[src/rtl/nibble_serial_add_ctrl.sv]
// nibble_serial_add_ctrl: serial adder reusing one 4-bit ripple stage once per
// nibble, LSB nibble first, under an IDLE/RUN/DONE controller.
// Optional build macro SERIAL_ADD_SUB_EN adds a 'sub' input selecting a-b.

// Single-bit full adder cell used to build the ripple stage.
module fullAdderUnit (
   input  logic a,
   input  logic b,
   input  logic cin,
   output logic s,
   output logic cout
);
   assign s    = a ^ b ^ cin;
   assign cout = (a & b) | (cin & (a ^ b));
endmodule

module nibble_serial_add_ctrl #(
   parameter int NIBBLES = 4
) (
   input  logic                   clk,
   input  logic                   rst,
   input  logic                   start,
`ifdef SERIAL_ADD_SUB_EN
   input  logic                   sub,
`endif
   input  logic [4*NIBBLES-1:0]   a,
   input  logic [4*NIBBLES-1:0]   b,
   output logic                   ready,
   output logic                   busy,
   output logic                   done,
   output logic [4*NIBBLES-1:0]   sum,
   output logic                   cout
);
   localparam int W  = 4 * NIBBLES;
   localparam int IW = $clog2(NIBBLES);

   localparam logic [1:0] IDLE = 2'd0;
   localparam logic [1:0] RUN  = 2'd1;
   localparam logic [1:0] DONE = 2'd2;

   logic [1:0]    state;
   logic [W-1:0]  opa;
   logic [W-1:0]  opb;
   logic [W-1:0]  sum_r;
   logic          cout_r;
   logic          carry;
   logic [IW-1:0] idx;
   logic          last;

   logic [3:0]    na;
   logic [3:0]    nb;
   logic [3:0]    ns;
   logic [4:0]    c;

   logic [W-1:0]  b_cap;
   logic          c_init;

   // Subtraction is a+~b+1: invert b on capture and seed the carry with 1.
`ifdef SERIAL_ADD_SUB_EN
   assign b_cap  = sub ? ~b : b;
   assign c_init = sub;
`else
   assign b_cap  = b;
   assign c_init = 1'b0;
`endif

   assign na   = opa[{idx, 2'b00} +: 4];
   assign nb   = opb[{idx, 2'b00} +: 4];
   assign c[0] = carry;
   assign last = (idx == IW'(NIBBLES - 1));

   for (genvar i = 0; i < 4; i++) begin : g_stage
      fullAdderUnit u_fa (
         .a    (na[i]),
         .b    (nb[i]),
         .cin  (c[i]),
         .s    (ns[i]),
         .cout (c[i+1])
      );
   end

   // Controller, operand capture and per-nibble result/carry update.
   always_ff @(posedge clk) begin
      if (rst) begin
         state  <= IDLE;
         idx    <= '0;
         carry  <= 1'b0;
         opa    <= '0;
         opb    <= '0;
         sum_r  <= '0;
         cout_r <= 1'b0;
      end else begin
         case (state)
            IDLE, DONE: begin
               if (start) begin
                  opa   <= a;
                  opb   <= b_cap;
                  carry <= c_init;
                  idx   <= '0;
                  state <= RUN;
               end else begin
                  state <= IDLE;
               end
            end
            RUN: begin
               sum_r[{idx, 2'b00} +: 4] <= ns;
               carry <= c[4];
               idx   <= idx + 1'b1;
               if (last) begin
                  cout_r <= c[4];
                  state  <= DONE;
               end
            end
            default: state <= IDLE;
         endcase
      end
   end

   assign ready = (state == IDLE) || (state == DONE);
   assign busy  = (state == RUN);
   assign done  = (state == DONE);
   assign sum   = sum_r;
   assign cout  = cout_r;

endmodule

[config.mk]
export PLATFORM = sky130hd
export DESIGN_NAME = nibble_serial_add_ctrl
export DESIGN_NICKNAME = d
export VERILOG_FILES = /design/src/rtl/nibble_serial_add_ctrl.sv
export SDC_FILE = /design/constraint.sdc
export NUM_CORES = 1
export LEC_CHECK = 0
export ABC_CLOCK_PERIOD_IN_PS = 7500
export CORE_MARGIN = 5
export CORE_UTILIZATION = 40
export DETAILED_ROUTE_END_ITERATION = 10
export HOLD_SLACK_MARGIN = 0.02
export PLACE_DENSITY_LB_ADDON = 0.15
export REMOVE_ABC_BUFFERS = 1
export SETUP_SLACK_MARGIN = 0.05
export SLEW_MARGIN = 20
export SYNTH_ARGS = -nofsm -noshare
export SYNTH_HDL_FRONTEND = slang
export SYNTH_HIERARCHICAL = 1
export SYNTH_SLANG_ARGS = --single-unit
[constraint.sdc]
create_clock -name clk -period 7.5 [get_ports clk]
set_input_delay 2.25 -clock clk [delete_from_list [all_inputs] [get_ports clk]]
set_output_delay 2.25 -clock clk [all_outputs]
set_load 0.1 [all_outputs]
* Word-level counts from Yosys, hierarchy flattened *
Cells that the tools add are included.

cells by class
  reductions and logical operators = 7
  $add $sub $neg = 2
  bitwise operators = 20
  muxes and demuxes = 8
  shifts and indexed selects = 4
  equal/unequal tests = 5

operator list
  operator                  number
  $shiftx A16 B5 Y4         2
  $bwmux W16                1
  $shift A4 B6 Y16 const A  1
  $shiftx A4 B6 Y16         1
  $and A1 B1 Y1             8
  $pmux W2 S2               2
  $xor A1 B1 Y1             8
  $neg A4 Y6                1
  $reduce_and A2 Y1         3
  $eq A2 B2 Y1 const B      2
  $mux W2                   2
  $or A1 B1 Y1              4
  $add A2 B1 Y2 const B     1
  $eq A2 B1 Y1 const B      1
  $logic_not A2 Y1          1
  $mux W1                   2
  $ne A2 B1 Y1 const B      1
  $ne A2 B2 Y1 const B      1
  $pmux W1 S2               1
  $reduce_bool A2 Y1        1
  $reduce_or A2 Y1          1
  $logic_or A1 B1 Y1        1

storage, ports and cells
  output and inout port bits = 20
  logic and storage cells = 53
  register bits = 54
  bits of input ports = 35

* Depth between registers and ports, before layout *
Gate-level depths: netlist of the first run.

  depth in word-level cells = 11
  mapped depth = 10
  gate-level depth less buffers = 8

* Cells and area by module *
Netlist of the first run, hierarchy kept.

by module, submodules not included
  module                  area each (um^2)  cells each  times used  sequential area each (um^2)
  nibble_serial_add_ctrl  2343.5            266         1           1081.0
  fullAdderUnit           20.0              1           4           0.0

* Worst setup path after synthesis of the first run *
OpenSTA, ideal clock, no wires.

  kind = register to output
  start point = register state[0]
  end point = output done
  data arrival time = 1.788 ns
  required time = 5.250 ns
  slack = 3.462 ns
  buffers on the path = 1
  stages on the path, launching flop included = 3
  cell sequence = dfxtp_1 -> buf_4 -> nor2b_1

between the ends
  longest elaborated chain between the ends = 1

RTL lines
  item                      RTL line  source
  start: declaration        41        logic [1:0] state;
  start signal: assignment  85        state <= IDLE;
  start signal: assignment  100       state <= RUN;
  start signal: assignment  102       state <= IDLE;
  $eq A2 B2 Y1              121       assign done = (state == DONE);
  end: declaration          30        output logic done,

No other way between the ends.

* Worst setup path in the final report of the first run *
  start point = register state[0]
  end point = output busy

between the ends
  longest elaborated chain between the ends = 1

RTL lines
  item              RTL line  source
  $eq A2 B1 Y1      120       assign busy = (state == RUN);
  end: declaration  29        output logic busy,

No other way between the ends.

==> results of run 1 <==
-- worst max-delay path, delay by kind of cell (launching register included) --
| family | cells | cell delay (ps) |
|---|---|---|
| flip-flops | 1 | 530 |
| buffers and inverters | 2 | 1310 |
| AND/OR/NAND/NOR | 1 | 200 |
-- final cells by class --
type / instances / area share (%)
Clock buffer: 5 / 2.24
Clock inverter: 3 / 1.30
Inverter: 4 / 0.489
Multi-Input combinational cell: 193 / 39.8
Sequential cell: 54 / 35.2
Tap cell: 75 / 3.06
Timing Repair Buffer: 56 / 17.9
-- cell families after synthesis --
group	Yosys count	synth area share [%]
compound gates	51	10.6
fa+ha+maj	9	5.89
buf+inv	23	5.11
flops	54	44.6
mux	8	8.52
simple gates	125	25.2
-- through the flow --
step,util [%],setup slack (ps),power [W]
floorplan,-,3510,0.000371
global placement,50.0,3300,0.000413
detailed placement,50.0,3260,0.000414
CTS,51.9,2910,0.000606
global route,51.9,2780,0.000631
finish,51.9,2900,0.000600
-- cell usage in the layout (no fill, tap or decap), types with 3 or more instances in the layout --
| master | netlist | layout |
|---|---|---|
| sky130_fd_sc_hd__clkdlybuf4s50_1 | 0 | 53 |
| sky130_fd_sc_hd__nand2b_1 | 6 | 6 |
| sky130_fd_sc_hd__inv_1 | 4 | 4 |
| sky130_fd_sc_hd__fa_1 | 4 | 4 |
| sky130_fd_sc_hd__nor2_1 | 3 | 3 |
| sky130_fd_sc_hd__a21oi_1 | 48 | 48 |
| sky130_fd_sc_hd__clkbuf_8 | 0 | 5 |
| sky130_fd_sc_hd__nand3_1 | 11 | 11 |
| sky130_fd_sc_hd__nand4_1 | 8 | 8 |
| sky130_fd_sc_hd__nand3b_1 | 7 | 7 |
| sky130_fd_sc_hd__and3b_1 | 4 | 4 |
| sky130_fd_sc_hd__ha_1 | 5 | 5 |
| sky130_fd_sc_hd__mux4_1 | 7 | 7 |
| sky130_fd_sc_hd__nand2_1 | 79 | 79 |
| sky130_fd_sc_hd__dfxtp_1 | 54 | 54 |
-- final timing paths --
kind,endpoint,cells past startpoint
max,busy,3
min,opa[8],2
max reg2reg,sum[7],8
min reg2reg,opa[8],2
-- power by group through the flow --
stage | Sequential (W) | Combinational [W] | Clock (W)
2_1_floorplan | 0.000320 | 0.0000513 | 0
3_3_place_gp | 0.000316 | 0.0000968 | 0
3_5_place_dp | 0.000316 | 0.0000979 | 0
4_1_cts | 0.000309 | 0.0000980 | 0.000198
5_1_grt | 0.000312 | 0.000106 | 0.000212
6_report | 0.000309 | 0.0000969 | 0.000193
-- registers in the layout (all words and copies together), names as in the netlist --
| register | flops |
|---|---|
| cout | 1 |
| opb | 16 |
| carry | 1 |
| idx | 2 |
| state | 2 |
| opa | 16 |
| sum | 16 |
-- routing by layer --
layer / part of all wire [%] / wire [um] / up-vias / GRT usage (%)
met4: 0.67 / 34 / 0 / 3.35
met2: 48 / 2440 / 41 / 24.5
met3: 5.5 / 280 / 4 / 3.67
met1: 46 / 2330 / 895 / 18.6
li1: - / - / 1005 / -
met5: 0 / 0 / - / 0
==> results.toml, run 1 <==
[layout]
syn2layout_area_growth_pct = 26.7
area_of_combinational_cells_with_multiple_inputs_um2 = 1220
fill_cells = 603
finalNonFillerCells = 390
layout.nets = 358
diodes = 0
final-seq-area_um2 = 1080
post_route_cells_drive_above_1_share_pct = 5.40
final_area_um2 = 3070

[floorplan]
placement_rows = 28
die_h_um = 87.8
ios = 55
die_extent_in_x_um = 87.8
core_um2 = 5920
floorplan.initialDensity_pct = 40.9
die-area_um2 = 7720

[global_route]
grt_max_degree = 57
global_route_wire_length_before_repair_mm = 8.84
via_count_of_the_first_global_routing_pass = 1926
overflow = 0
grtUsageTotal_pct = 14.5
initial_antenna_violation_count = 0

[synthesis]
most_numerous_cell_in_the_yosys_netlist = "sky130_fd_sc_hd__nand2_1"
synth_warnings = 6
synth_cells = 270
syn-cell-area_um2 = 2420
synth_enable_flop_cells = 0
synth_ff_type = "sky130_fd_sc_hd__dfxtp_1"
post_synthesis_cell_type_with_the_largest_combined_area = "sky130_fd_sc_hd__dfxtp_1"
most_instantiated_cells_after_synthesis = "79 x sky130_fd_sc_hd__nand2_1, 54 x sky130_fd_sc_hd__dfxtp_1, 48 x sky130_fd_sc_hd__a21oi_1"
netlist-cell-type-count = 27
synth.top_cell.area_share_pct = 44.6
synth.yosys.seq_area_share_pct = 44.6
synth-async-reset-ratio_pct = 0
syn-mean-instance-area_um2 = 8.98
ys_ff_latch = 54
main_area_contributors_after_synthesis = "sky130_fd_sc_hd__dfxtp_1 45%, sky130_fd_sc_hd__nand2_1 12%, sky130_fd_sc_hd__a21oi_1 9.9%"

[timing]
timing_worst_slew_pin_value_ps = 997
period_minus_slack_ps = 4600
maxSlewViolCount = 0
worst_clock_skew_ps = 7.22
setup-violations-final = 0
rsz0062_at_grt = "no"
fmax_mhz = 217
fin_hold_viols = 0
setup_tns_ps = 0
worst_hold_slack_ps = 456
final_min_period_over_clock_period_pct = 61.4
slew_headroom_pct = 33.5

[power]
total_leakage_power_nw = 1.13
sw_frac_of_total_pct = 26.6
vdd_ir_drop_max_mv = 0.105
power_density_nw_per_um2 = 195
pwr-share-comb_pct = 16.2
power_frac_seq_pct = 51.6
total_switching_power_w = 0.000160
p_clk_share_pct = 32.3
cellInternalPower_w = 0.000440

[cts]
cts-buffers-inserted = 5
post_cts_resized = 0
clock_tree.htree_level_count = 2
postCtsSetupBuffers = 0
clockBufferDepth = 2
hold_fix_buffers_at_cts = 0
cts_tree = "built"
cts.root.buffer_cell = "sky130_fd_sc_hd__clkbuf_8"
worstSkewPairLatency_ps = 310
numClockSinks = 54
clk_pin_slew_worst_paths_ps = 90

[place]
dpl.cell_count = 382
post_dp_cell_area_um2 = 2960
place_congestion = 0.802
buffers_added_on_ports = 54
place_hpwl_mm = 3.52

[routing]
route.antenna.remaining_nets = 0
drt_drc = 0
detailroute.via_count = 1945
avgRoutedWirePerCell_um = 13.0
detail_route.vias_per_cell = 4.99
dr.first_iter.drc_count = 86
firstDrtPassIters = 4
totalWireLength_mm = 5.08

[critical_path]
cp-startpoint = "state[0]"
classification_of_the_worst_setup_path = "flop to output port"
crit-reg2reg-launch = "idx[0]"
critical_path.endpoint_type = "output port"
critical_path_at_ps = 2350
worstSetupStartpointType = "flop"
critical-path-slowest-cell = "sky130_fd_sc_hd__clkdlybuf4s50_1"
critPathRequiredTime_ps = 5250
crit_path_max_incr_delay_ps = 1160
crit_chain = "nand2b_1 -> inv_1 -> clkdlybuf4s50_1"
cp_max_fo = 12
setup_slack_of_the_most_critical_reg_to_reg_path_ps = 3610

[job]
drv_cap = 0

[worst_hold_path]
worstHoldStart = "opa[8]"
hold_path.class = "flop to flop"

[status]
status = "finished clean"
No activity file was read; power rests on OpenSTA's default activity.
==> run 2: changes to the inputs <==
ABC_CLOCK_PERIOD_IN_PS = 3800   (was 7500)
clock period = 3.8 ns   (was 7.5 ns; I/O delays follow)
==> results.toml, run 2 (synthesized netlist as in run 1, its figures left out) <==
[cts]
post_cts_resized = 0
postCtsSetupBuffers = 0
clockBufferDepth = 2
cts_tree = "built"
worstSkewPairLatency_ps = 310
clk_pin_slew_worst_paths_ps = 100
cts-buffers-inserted = 5
hold_fix_buffers_at_cts = 0
cts.root.buffer_cell = "sky130_fd_sc_hd__clkbuf_8"
numClockSinks = 54
clock_tree.htree_level_count = 2

[routing]
detail_route.vias_per_cell = 5.01
firstDrtPassIters = 4
drt_drc = 0
dr.first_iter.drc_count = 52
detailroute.via_count = 1967
avgRoutedWirePerCell_um = 13.5
totalWireLength_mm = 5.30
route.antenna.remaining_nets = 0

[critical_path]
critPathRequiredTime_ps = 4060
crit_chain = "mux4_1 -> fa_1 -> fa_1 -> fa_1 -> fa_1 -> and4bb_2 -> nand3_1 -> nand2_1"
crit_path_max_incr_delay_ps = 600
worst_path_most_repeated_cell = "sky130_fd_sc_hd__fa_1"
critical_path_at_ps = 3530
crit_family = "adder cells"
cp_max_fo = 3
critPathBufInv = 0
critical_path.endpoint_type = "flop"
classification_of_the_worst_setup_path = "flop to flop"
critical-path-slowest-cell = "sky130_fd_sc_hd__mux4_1"
worstSetupStartpointType = "flop"

[layout]
layout.cells.most_common = "sky130_fd_sc_hd__nand2_1"
final-seq-area_um2 = 1080
post_route_cells_drive_above_1_share_pct = 12.6
finalNonFillerCells = 393
diodes = 0
area_of_combinational_cells_with_multiple_inputs_um2 = 1220
layout.nets = 361
end_of_flow_core_utilization_pct = 51.2
layout_common_cells = "79 x sky130_fd_sc_hd__nand2_1, 54 x sky130_fd_sc_hd__dfxtp_1, 48 x sky130_fd_sc_hd__a21oi_1, 33 x sky130_fd_sc_hd__clkdlybuf4s50_1, 25 x sky130_fd_sc_hd__buf_4"
final_area_um2 = 3030
syn2layout_area_growth_pct = 25.1
fill_cells = 631

[status]
status = "finished clean"

[global_route]
initial_antenna_violation_count = 0
overflow = 0
grtUsageTotal_pct = 14.6
via_count_of_the_first_global_routing_pass = 1878
grt_max_degree = 44
global_route_wire_length_before_repair_mm = 8.86

[place]
place_congestion = 0.850
dpl.cell_count = 385
post_dp_cell_area_um2 = 2930
buffers_added_on_ports = 54
place_hpwl_mm = 3.81

[floorplan]
core_um2 = 5920
floorplan.initialDensity_pct = 40.9
ios = 55
placement_rows = 28
die_h_um = 87.8
die_extent_in_x_um = 87.8
die-area_um2 = 7720

[timing]
slew_headroom_pct = 49.2
timing_worst_slew_pin_value_ps = 762
worst_hold_slack_ps = 456
rsz0062_at_grt = "no"
final_min_period_over_clock_period_pct = 86.0
setup_tns_ps = 0
period_minus_slack_ps = 3270
fmax_mhz = 306
worst_clock_skew_ps = 11.8
maxSlewViolCount = 0
fin_hold_viols = 0
setup-violations-final = 0

[job]
drv_cap = 0

[worst_hold_path]
hold_path.class = "flop to flop"

[power]
power_density_nw_per_um2 = 378
total_leakage_power_nw = 1.18
vdd_ir_drop_max_mv = 0.196
-- run 2: changes by cell type in the layout (fill, tap and decap cells not counted) --
cell,before,now
sky130_fd_sc_hd__clkdlybuf4s50_1,53,33
sky130_fd_sc_hd__bufinv_16,1,0
sky130_fd_sc_hd__clkinv_2,2,0
sky130_fd_sc_hd__clkinvlp_4,0,1
sky130_fd_sc_hd__buf_4,2,25
sky130_fd_sc_hd__clkbuf_8,5,6
sky130_fd_sc_hd__inv_6,0,1
-- run 2: where the power goes --
part	switching (W)	internal [W]	leakage [nW]
sequential	0.0000147	0.000590	0.441
combinational	0.000114	0.0000842	0.688
clock	0.000194	0.000150	0.0478
total	0.000322	0.000825	1.18
-- run 2: tightest hold or removal path: stages, from the launching register on --
cell and delay (ps):
sky130_fd_sc_hd__dfxtp_1 320, sky130_fd_sc_hd__nand2_1 50, sky130_fd_sc_hd__a21oi_1 50
-- run 2: layout make-up --
| cell class | count | area share [%] |
|---|---|---|
| clock buffers | 6 | 2.72 |
| clock inverters | 2 | 0.536 |
| inverters | 4 | 0.495 |
| multi-input cells | 193 | 40.3 |
| flip-flops and latches | 54 | 35.6 |
| well taps | 75 | 3.09 |
| repair buffers | 59 | 17.2 |
-- run 2: final timing paths --
path,start,end,slack [ps],cells past startpoint
worst max-delay path,idx[0],sum[7],530,8
worst min-delay path,sum[14],sum[14],460,2
worst min register to register,sum[14],sum[14],460,2
worst max register to register,idx[0],sum[7],530,8
-- run 2: per-stage QoR --
step	total power, W	setup slack (ps)
2_1_floorplan	0.000733	266
4_1_cts	0.00116	511
5_1_grt	0.00120	438
3_3_place_gp	0.000816	599
3_5_place_dp	0.000817	546
6_report	0.00115	531
-- run 2: per-layer routing --
layer  up-vias  global-route usage [%]  wire length [um]
met3        10                    3.48               274
met4         0                    4.74                80
met1       902                    18.8              2430
li1       1013                       -                 -
met2        42                    24.2              2510
met5         -                       0                 0
==> run 3: changes to the inputs <==
MAX_ROUTING_LAYER = met4   (was default)
==> results.toml, run 3 (synthesized netlist as in run 1, its figures left out) <==
[status]
status = "finished clean"

[cts]
postCtsSetupBuffers = 0
post_cts_resized = 0
clk_pin_slew_worst_paths_ps = 100
cts-buffers-inserted = 5
cts_tree = "built"
hold_fix_buffers_at_cts = 0
numClockSinks = 54
clock_tree.htree_level_count = 2
clockBufferDepth = 2
worstSkewPairLatency_ps = 310
cts.root.buffer_cell = "sky130_fd_sc_hd__clkbuf_8"

[global_route]
grt_max_degree = 44
grtUsageTotal_pct = 15.0
initial_antenna_violation_count = 0
via_count_of_the_first_global_routing_pass = 1879
overflow = 0
global_route_wire_length_before_repair_mm = 8.87

[critical_path]
crit_family = "adder cells"
critical_path.endpoint_type = "flop"
critical_path_at_ps = 3520
worstSetupStartpointType = "flop"
critPathRequiredTime_ps = 4060
worst_path_most_repeated_cell = "sky130_fd_sc_hd__fa_1"
crit_path_max_incr_delay_ps = 600
classification_of_the_worst_setup_path = "flop to flop"
crit-reg2reg-launch = "idx[0]"
cp-startpoint = "idx[0]"
crit_chain = "mux4_1 -> fa_1 -> fa_1 -> fa_1 -> fa_1 -> and4bb_2 -> nand3_1 -> nand2_1"
critPathBufInv = 0
cp_max_fo = 3
critical-path-slowest-cell = "sky130_fd_sc_hd__mux4_1"

[job]
drv_cap = 0

[routing]
detailroute.via_count = 1963
route.antenna.remaining_nets = 0
totalWireLength_mm = 5.26
firstDrtPassIters = 4
dr.first_iter.drc_count = 60
detail_route.vias_per_cell = 4.99
drt_drc = 0
avgRoutedWirePerCell_um = 13.4

[layout]
syn2layout_area_growth_pct = 25.1
final-seq-area_um2 = 1080
end_of_flow_core_utilization_pct = 51.2
area_of_combinational_cells_with_multiple_inputs_um2 = 1220
diodes = 0
layout.nets = 361
final_area_um2 = 3030
fill_cells = 631
post_route_cells_drive_above_1_share_pct = 12.6
layout.cells.most_common = "sky130_fd_sc_hd__nand2_1"
layout_common_cells = "79 x sky130_fd_sc_hd__nand2_1, 54 x sky130_fd_sc_hd__dfxtp_1, 48 x sky130_fd_sc_hd__a21oi_1, 33 x sky130_fd_sc_hd__clkdlybuf4s50_1, 25 x sky130_fd_sc_hd__buf_4"

[place]
place_hpwl_mm = 3.81
place_ws_ps = 546
post_dp_cell_area_um2 = 2930
buffers_added_on_ports = 54
place_congestion = 0.863

[timing]
timing_worst_slew_pin_value_ps = 754
period_minus_slack_ps = 3260
slew_headroom_pct = 49.7
rsz0062_at_grt = "no"
worst_clock_skew_ps = 12.5
fin_hold_viols = 0
setup-violations-final = 0
maxSlewViolCount = 0
fmax_mhz = 307
postLayoutSetupSlackWorst_ps = 540
setup_tns_ps = 0
final_min_period_over_clock_period_pct = 85.8

[power]
vdd_ir_drop_max_mv = 0.196
power_density_nw_per_um2 = 378
total_leakage_power_nw = 1.18

[floorplan]
die_h_um = 87.8
die-area_um2 = 7720
floorplan.initialDensity_pct = 40.9
die_extent_in_x_um = 87.8
ios = 55
core_um2 = 5920
placement_rows = 28

[worst_hold_path]
worstHoldStart = "sum[14]"
hold_path.class = "flop to flop"
==> run 3: cell counts in the layout (fill, tap and decap cells not counted) <==
No cell type changed its count.
==> run 3: per-stage QoR <==
stage                     power (W)  instances  hold slack, ps
after floorplan            0.000733        251             425
after global placement     0.000816        385             439
after detailed placement   0.000817        385             446
after CTS                   0.00116        393             460
after global routing        0.00120        393             477
final                       0.00115        393             457
==> run 3: routing by layer <==
layer / GRT usage, % / part of all wire [%] / up-vias
met5: - / 0 / -
li1: - / - / 1013
met3: 3.29 / 5.3 / 10
met4: 4.74 / 1.6 / 0
met2: 24.0 / 47 / 45
met1: 19.1 / 46 / 895
==> run 3: report_power, final <==
part,leakage (nW),internal (W),switching (W)
Combinational,0.688,0.0000841,0.000113
Clock,0.0478,0.000150,0.000194
Sequential,0.441,0.000590,0.0000147
==> run 3: tightest hold or removal path: cells and delay by family (launching register included) <==
kind,cells,cell delay (ps)
compound gates,1,50
flops,1,320
simple gates,1,50
==> run 3: layout make-up <==
class / count / share of cell area [%]
Clock inverter: 2 / 0.536
Clock buffer: 6 / 2.72
Sequential cell: 54 / 35.6
Inverter: 4 / 0.495
Timing Repair Buffer: 59 / 17.2
Multi-Input combinational cell: 193 / 40.3
Tap cell: 75 / 3.09
==> run 3: worst paths after layout <==
kind	depth (start not counted)	slack [ps]	endpoint
max	8	540	sum[7]
min	2	460	sum[14]
max reg2reg	8	540	sum[7]
min reg2reg	2	460	sum[14]
